--- src/rtl/divider_scheduler_if.sv ---
// Requester/result/divider signal bundle for divider_scheduler.
// slave: the scheduler; master: requesters plus shared divider (testbench side).
interface divider_scheduler_if #(
  parameter int N_REQ = 4,
  parameter int NBITS = 8,
  parameter int IDW   = 2
);
  logic [N_REQ-1:0]       req_i;
  logic [N_REQ*NBITS-1:0] numerator_i;
  logic [N_REQ*NBITS-1:0] denominator_i;
  logic [N_REQ-1:0]       ack_o;
  logic                   res_valid_o;
  logic [IDW-1:0]         res_id_o;
  logic [NBITS-1:0]       res_quotient_o;
  logic [NBITS-1:0]       res_remainder_o;
  logic                   res_dbz_o;
  logic                   busy_o;
  logic                   div_valid_o;
  logic [NBITS-1:0]       div_numerator_o;
  logic [NBITS-1:0]       div_denominator_o;
  logic [NBITS-1:0]       div_quotient_i;
  logic [NBITS-1:0]       div_remainder_i;

  modport slave (
    input  req_i, numerator_i, denominator_i, div_quotient_i, div_remainder_i,
    output ack_o, res_valid_o, res_id_o, res_quotient_o, res_remainder_o,
           res_dbz_o, busy_o, div_valid_o, div_numerator_o, div_denominator_o
  );

  modport master (
    output req_i, numerator_i, denominator_i, div_quotient_i, div_remainder_i,
    input  ack_o, res_valid_o, res_id_o, res_quotient_o, res_remainder_o,
           res_dbz_o, busy_o, div_valid_o, div_numerator_o, div_denominator_o
  );
endinterface

--- src/rtl/divider_scheduler.sv ---
// Round-robin scheduler sharing one fixed-latency divider among N_REQ requesters.
// Zero denominators are answered locally (q = all ones, r = numerator) without starting the divider.
module divider_scheduler #(
  parameter int N_REQ       = 4,
  parameter int NBITS       = 8,
  parameter int DIV_LATENCY = NBITS + 2,
  localparam int IDW        = (N_REQ > 1) ? $clog2(N_REQ) : 1
) (
  input logic           clk_i,
  input logic           arst_i,
  divider_scheduler_if.slave bus
);
  localparam logic [2:0] S_IDLE    = 3'd0;
  localparam logic [2:0] S_ISSUE   = 3'd1;
  localparam logic [2:0] S_WAIT    = 3'd2;
  localparam logic [2:0] S_CAPTURE = 3'd3;
  localparam logic [2:0] S_ZERO    = 3'd4;
  localparam int CW = $clog2(DIV_LATENCY + 1);

  logic [2:0]       r_state;
  logic [CW-1:0]    r_cnt;
  logic [IDW-1:0]   r_last;
  logic [IDW-1:0]   r_id;
  logic [IDW-1:0]   r_res_id;
  logic [NBITS-1:0] r_num;
  logic [NBITS-1:0] r_den;
  logic [NBITS-1:0] r_q;
  logic [NBITS-1:0] r_r;
  logic             r_dbz;
  logic             r_res_valid;

  logic             w_gnt_any;
  logic [IDW-1:0]   w_gnt_id;
  logic [NBITS-1:0] w_num [N_REQ];
  logic [NBITS-1:0] w_den [N_REQ];
  logic [N_REQ-1:0] w_ack;

  always_comb begin
    for (int unsigned k = 0; k < N_REQ; k++) begin
      w_num[k] = bus.numerator_i[k*NBITS +: NBITS];
      w_den[k] = bus.denominator_i[k*NBITS +: NBITS];
    end
  end

  // Scan from farthest to nearest candidate so the one right after r_last wins.
  always_comb begin : arb
    int unsigned    idx;
    logic [IDW-1:0] cand;
    w_gnt_any = 1'b0;
    w_gnt_id  = '0;
    idx       = 0;
    cand      = '0;
    for (int unsigned i = N_REQ; i >= 1; i--) begin
      idx = 32'(r_last) + i;
      if (idx >= N_REQ) idx -= N_REQ;
      cand = idx[IDW-1:0];
      if (bus.req_i[cand]) begin
        w_gnt_any = 1'b1;
        w_gnt_id  = cand;
      end
    end
  end

  always_comb begin
    w_ack = '0;
    if (r_state == S_ISSUE || r_state == S_ZERO) w_ack[r_id] = 1'b1;
  end

  always_ff @(posedge clk_i or posedge arst_i) begin
    if (arst_i) begin
      r_state     <= S_IDLE;
      r_cnt       <= '0;
      r_last      <= IDW'(N_REQ - 1);
      r_id        <= '0;
      r_res_id    <= '0;
      r_num       <= '0;
      r_den       <= '0;
      r_q         <= '0;
      r_r         <= '0;
      r_dbz       <= 1'b0;
      r_res_valid <= 1'b0;
    end else begin
      r_res_valid <= 1'b0;
      case (r_state)
        S_IDLE: begin
          if (w_gnt_any) begin
            r_last  <= w_gnt_id;
            r_id    <= w_gnt_id;
            r_num   <= w_num[w_gnt_id];
            r_den   <= w_den[w_gnt_id];
            r_state <= (w_den[w_gnt_id] == '0) ? S_ZERO : S_ISSUE;
          end
        end
        S_ISSUE: begin
          r_cnt   <= '0;
          r_state <= S_WAIT;
        end
        S_WAIT: begin
          if (r_cnt == CW'(DIV_LATENCY - 1)) begin
            r_cnt   <= '0;
            r_state <= S_CAPTURE;
          end else begin
            r_cnt <= r_cnt + 1'b1;
          end
        end
        S_CAPTURE: begin
          r_q         <= bus.div_quotient_i;
          r_r         <= bus.div_remainder_i;
          r_dbz       <= 1'b0;
          r_res_id    <= r_id;
          r_res_valid <= 1'b1;
          r_state     <= S_IDLE;
        end
        S_ZERO: begin
          r_q         <= '1;
          r_r         <= r_num;
          r_dbz       <= 1'b1;
          r_res_id    <= r_id;
          r_res_valid <= 1'b1;
          r_state     <= S_IDLE;
        end
        default: r_state <= S_IDLE;
      endcase
    end
  end

  assign bus.ack_o             = w_ack;
  assign bus.res_valid_o       = r_res_valid;
  assign bus.res_id_o          = r_res_id;
  assign bus.res_quotient_o    = r_q;
  assign bus.res_remainder_o   = r_r;
  assign bus.res_dbz_o         = r_dbz;
  assign bus.busy_o            = (r_state != S_IDLE);
  assign bus.div_valid_o       = (r_state == S_ISSUE);
  assign bus.div_numerator_o   = r_num;
  assign bus.div_denominator_o = r_den;
endmodule

--- src/flat_wrapper.sv ---
// flat-port wrapper written by rule: the top's interface ports become plain ports
module divider_scheduler_flat 
#(
  parameter int N_REQ       = 4,
  parameter int NBITS       = 8,
  parameter int DIV_LATENCY = NBITS + 2,
  localparam int IDW        = (N_REQ > 1) ? $clog2(N_REQ) : 1
)
  (clk_i, arst_i, bus_req_i, bus_numerator_i, bus_denominator_i, bus_div_quotient_i, bus_div_remainder_i, bus_ack_o, bus_res_valid_o, bus_res_id_o, bus_res_quotient_o, bus_res_remainder_o, bus_res_dbz_o, bus_busy_o, bus_div_valid_o, bus_div_numerator_o, bus_div_denominator_o);
  divider_scheduler_if #(.N_REQ(N_REQ), .NBITS(NBITS), .IDW(2)) bus_i ();
  input logic clk_i;
  input logic arst_i;
  input wire logic [$bits(bus_i.req_i)-1:0] bus_req_i;
  input wire logic [$bits(bus_i.numerator_i)-1:0] bus_numerator_i;
  input wire logic [$bits(bus_i.denominator_i)-1:0] bus_denominator_i;
  input wire logic [$bits(bus_i.div_quotient_i)-1:0] bus_div_quotient_i;
  input wire logic [$bits(bus_i.div_remainder_i)-1:0] bus_div_remainder_i;
  output wire logic [$bits(bus_i.ack_o)-1:0] bus_ack_o;
  output wire logic [$bits(bus_i.res_valid_o)-1:0] bus_res_valid_o;
  output wire logic [$bits(bus_i.res_id_o)-1:0] bus_res_id_o;
  output wire logic [$bits(bus_i.res_quotient_o)-1:0] bus_res_quotient_o;
  output wire logic [$bits(bus_i.res_remainder_o)-1:0] bus_res_remainder_o;
  output wire logic [$bits(bus_i.res_dbz_o)-1:0] bus_res_dbz_o;
  output wire logic [$bits(bus_i.busy_o)-1:0] bus_busy_o;
  output wire logic [$bits(bus_i.div_valid_o)-1:0] bus_div_valid_o;
  output wire logic [$bits(bus_i.div_numerator_o)-1:0] bus_div_numerator_o;
  output wire logic [$bits(bus_i.div_denominator_o)-1:0] bus_div_denominator_o;
  assign bus_i.req_i = bus_req_i;
  assign bus_i.numerator_i = bus_numerator_i;
  assign bus_i.denominator_i = bus_denominator_i;
  assign bus_i.div_quotient_i = bus_div_quotient_i;
  assign bus_i.div_remainder_i = bus_div_remainder_i;
  assign bus_ack_o = bus_i.ack_o;
  assign bus_res_valid_o = bus_i.res_valid_o;
  assign bus_res_id_o = bus_i.res_id_o;
  assign bus_res_quotient_o = bus_i.res_quotient_o;
  assign bus_res_remainder_o = bus_i.res_remainder_o;
  assign bus_res_dbz_o = bus_i.res_dbz_o;
  assign bus_busy_o = bus_i.busy_o;
  assign bus_div_valid_o = bus_i.div_valid_o;
  assign bus_div_numerator_o = bus_i.div_numerator_o;
  assign bus_div_denominator_o = bus_i.div_denominator_o;
  divider_scheduler #(.N_REQ(N_REQ), .NBITS(NBITS), .DIV_LATENCY(DIV_LATENCY)) u_core (.clk_i(clk_i), .arst_i(arst_i), .bus(bus_i));
endmodule
--- config.mk ---
export PLATFORM = sky130hd
export DESIGN_NAME = divider_scheduler_flat
export DESIGN_NICKNAME = d
export VERILOG_FILES = /design/src/rtl/divider_scheduler_if.sv /design/src/rtl/divider_scheduler.sv /design/src/flat_wrapper.sv
export SDC_FILE = /design/constraint.sdc
export NUM_CORES = 1
export LEC_CHECK = 0
export BUFFER_PORTS_ARGS = -buffer_cell sky130_fd_sc_hd__buf_2
export CAP_MARGIN = 0
export CORE_ASPECT_RATIO = 2
export CORE_MARGIN = 1
export CORE_UTILIZATION = 30
export CTS_BUF_LIST = sky130_fd_sc_hd__clkbuf_2
export DETAILED_ROUTE_END_ITERATION = 8
export SKIP_CTS_REPAIR_TIMING = 1
export SYNTH_ARGS = -nofsm -noshare
export SYNTH_HDL_FRONTEND = slang
export SYNTH_SLANG_ARGS = --single-unit
--- constraint.sdc ---
create_clock -name clk_i -period 3.2 [get_ports clk_i]
set_input_delay 0.8 -clock clk_i [delete_from_list [all_inputs] [get_ports clk_i]]
set_output_delay 0.8 -clock clk_i [all_outputs]
set_load 0.005 [all_outputs]
==> key figures <==
Run status
  • Status: completed

Cells and area
  • Area added between synthesis and finish: 25.77%
  • NumNets Final: 486
  • Fillers: 915
  • Fraction of layout cells with a size suffix above 1: 0.4461
  • Area of the multi-input gates: 1464 sq um
  • Reg area: 1179 sq um
  • Post-layout util: 0.3889

CTS
  • Clock buffer count from CTS: 5
  • Clk_lat worst skew: 0.43 ns
  • Sink Count: 47
  • Root Driver: clkbuf_2
  • Clock buffer depth: 2
  • CTS tree: built
  • Clk slew on worst S/H paths: 0.26 ns
  • H-Tree Depth: 2

Global routing
  • First-pass GRT wire length: 12.77 mm
  • GRT overflow: 0
  • Largest net degree at the start of global routing: 48
  • Initial antenna violation count: 2
  • Vias in the first global route: 2496
  • Gr usage total: 0.1673

Floorplanning
  • Rows: 49
  • I/O pins: 128
  • Core Area: 9012 sq um
  • Die Ht: 138.3 um
  • Die ar.: 9701 sq um
  • Die X: 70.15 um
  • Initial Utilization: 0.3092

Critical path
  • CP required: 2.40 ns
  • CP most frequent cell: nor3b_1
  • Crit. End Element: output port
  • Crit path cell chain: nor3b_1, a21oi_1, nor3b_1, buf_2
  • Arrival time of the worst setup path: 1.80 ns
  • Slowest CP cell: dfrtp_1
  • Crit start category: flop
  • Worst Setup SP: u_core.r_state[2]
  • Kind of critical path: reg2out
  • Worst-path maximum fanout: 8
  • Reg2Reg Setup Slack: 0.93 ns
  • CP endpoint: bus_ack_o[1]
  • FF-to-FF path depth: 5
  • FF-to-FF Start: u_core.r_state[2]
  • Reg2reg end: u_core.bus.div_denominator_o[3]
  • Worst stage delay on the critical path: 0.52 ns

Routing
  • Vias/cell: 5.068
  • Drt wl/cell: 15.91 um
  • Drc violations: 0
  • Initial DRT Pass Iterations: 4
  • Vias: 2549
  • Final WL: 8.004 mm
  • Final antenna-violating net count: 0
  • DR top layer: met4
  • Wl on met1: 3.127 mm
  • WL met2: 4.404 mm
  • Initial DRC Count: 82
  • WL met3: 319 um

Pwr
  • Peak VDD IR: 0.2658 mV
  • P per Cell Area: 825.9 nW/um^2
  • Static leakage: 1.735 nW

Yosys
  • Post-Synth Simple-Gate Area: 0.2016
  • Compound-Gate Fraction of Synth Area: 0.1419
  • Main flop type after synthesis: dfrtp_1
  • Top cells by area, synth: dfrtp_1 (40%), mux2i_1 (9.7%), mux2_2 (7.3%)
  • Adder-cell share of the synthesized area: 0.008981
  • Net Count, Synth: 366
  • Post-synth cell types: 40
  • Xor-xnor portion of the synthesized cell area: 0.003143
  • Largest family of logic cells by synthesized area: simple AND/OR/NAND/NOR gates
  • Post-synth top area share: 0.4041
  • Syn Inst Count: 278
  • Mapped Area: 2786 sq um
  • Number of synthesized flops with an enable pin: 0
  • Sequential area share after synthesis: 0.4230
  • Mapped Avg Cell Area: 10.02 sq um
  • Post-synth top area cell: dfrtp_1
  • Post-synth ARST share: 1.000
  • Mux cell area share after synthesis: 0.1697
  • Synth Register Bits: 47
  • Syn. warnings: 0

Timing
  • Final worst path period need: 2.600 ns
  • Final hold vios: 0
  • Worst-Margin Slew: 1.004 ns
  • Final setup fails: 0
  • Final TNS setup: 0 ns
  • Unrepaired setup endpoints after global routing: no
  • Worst Clk Skew: 0.03504 ns
  • Part of the cycle the worst path needs: 0.8126
  • Max_slew headroom: 0.3298
  • Fmax: 0.3846 GHz
  • Final Max Tran Viols: 0

Place
  • IO buf count: 127
  • Placer Congestion: 0.7683
  • Hpwl dp: 6.157 mm

Hold path
  • Hold Path Class: reg2reg
  • Worst hold stages: 1

Flow run
  • Max Cap Viol: 0
## flip-flops by register name, indices dropped and copies added (netlist names)
name,count
u_core.bus.div_denominator_o,8
u_core.bus.div_numerator_o,8
u_core.bus.res_dbz_o,1
u_core.bus.res_id_o,2
u_core.bus.res_quotient_o,8
u_core.bus.res_remainder_o,8
u_core.bus.res_valid_o,1
u_core.r_cnt,4
u_core.r_id,2
u_core.r_last,2
u_core.r_state,3
## placed cells by master (no fill, tap or decap), drive strengths merged, types with 2 or more instances in the layout
cell	count
a21o	2
inv	5
nand2b	5
o22ai	6
ha	2
nand3	33
dfrtp	45
nor3	2
mux2	18
nor3b	5
nand3b	2
buf	132
mux2i	27
o22a	3
a21oi	8
o21ai	5
clkinv	2
dfstp	2
nor4	8
or2	2
nand2	33
nor2	21
clkbuf	6
diode	2
o211ai	16
## worst min path at each step
stage / slack [ns] / end / start
after CTS: 0.51 / u_core.r_cnt[3] / u_core.r_cnt[3]
after floorplan: 0.45 / u_core.r_cnt[3] / u_core.r_cnt[3]
final: 0.50 / u_core.r_cnt[3] / u_core.r_cnt[3]
after global placement: 0.47 / u_core.bus.res_quotient_o[1] / u_core.bus.res_quotient_o[1]
after global routing: 0.54 / u_core.bus.res_quotient_o[1] / u_core.bus.res_quotient_o[1]
after detailed placement: 0.47 / u_core.bus.res_quotient_o[7] / u_core.bus.res_quotient_o[7]
## power by group
part           switching (mW)  total, mW  internal [mW]  leakage [nW]
Sequential              0.213       1.09          0.879         0.563
Combinational           0.832       1.56          0.727          1.14
Clock                   0.191      0.244         0.0526        0.0281
## per-layer routing
| layer | track usage | up-vias |
|---|---|---|
| li1 | - | 1246 |
| met1 | 0.1934 | 1202 |
| met2 | 0.3082 | 91 |
| met3 | 0.01895 | 10 |
| met4 | 0.06211 | 0 |
| met5 | 0 | - |
## cell usage after synthesis, types with 6 or more instances
| cell | instances |
|---|---|
| mux2i_1 | 27 |
| dfrtp_1 | 45 |
| nor2_1 | 20 |
| nand3_1 | 33 |
| a21oi_1 | 7 |
| buf_6 | 6 |
| mux2_2 | 18 |
| nor4_1 | 8 |
| o211ai_2 | 15 |
| o22ai_1 | 6 |
| nand2_1 | 33 |
| clkbuf_1 | 6 |
## cells by family (layout without fill, tap and decap cells)
family / Yosys count / count (layout)
and+or+nand+nor: 115 / 115
DFF: 47 / 47
muxes: 45 / 45
AOI/OAI and AO/OA: 44 / 44
buffers and inverters: 24 / 145
adders and majority gates: 2 / 2
xor gates and xnor gates: 1 / 1
other: 0 / 2
## per-stage QoR
| stage | hold slack (ns) | power (mW) | setup slack (ns) | cells | cell area [sq um] |
|---|---|---|---|---|---|
| 6_report | 0.5022 | 2.895 | 0.5998 | 503 | 3505 |
| 5_1_grt | 0.5366 | 3.143 | 0.4228 | 503 | 3505 |
| 4_1_cts | 0.5054 | 2.928 | 0.5433 | 501 | 3500 |
| 3_5_place_dp | 0.4727 | 2.690 | 0.4667 | 493 | 3462 |
| 3_3_place_gp | 0.4681 | 2.638 | 0.5678 | 493 | 3462 |
| 2_1_floorplan | 0.4453 | 2.186 | 1.034 | 278 | 2786 |
## worst max-delay path, delay by kind of cell (launching register included)
kind	cells	cell delay (ns)
simple gates	2	0.56
flops	1	0.52
compound gates	1	0.15
buf+inv	1	0.15
## cell type report
type | instances | area share
Multi-Input combinational cell | 207 | 0.4177
Clock buffer | 6 | 0.008568
Antenna cell | 2 | 0.001428
Sequential cell | 47 | 0.3363
Timing Repair Buffer | 132 | 0.1921
Tap cell | 102 | 0.03642
Clock inverter | 2 | 0.002142
Inverter | 5 | 0.005355
Power figures use the tool's default switching activity.
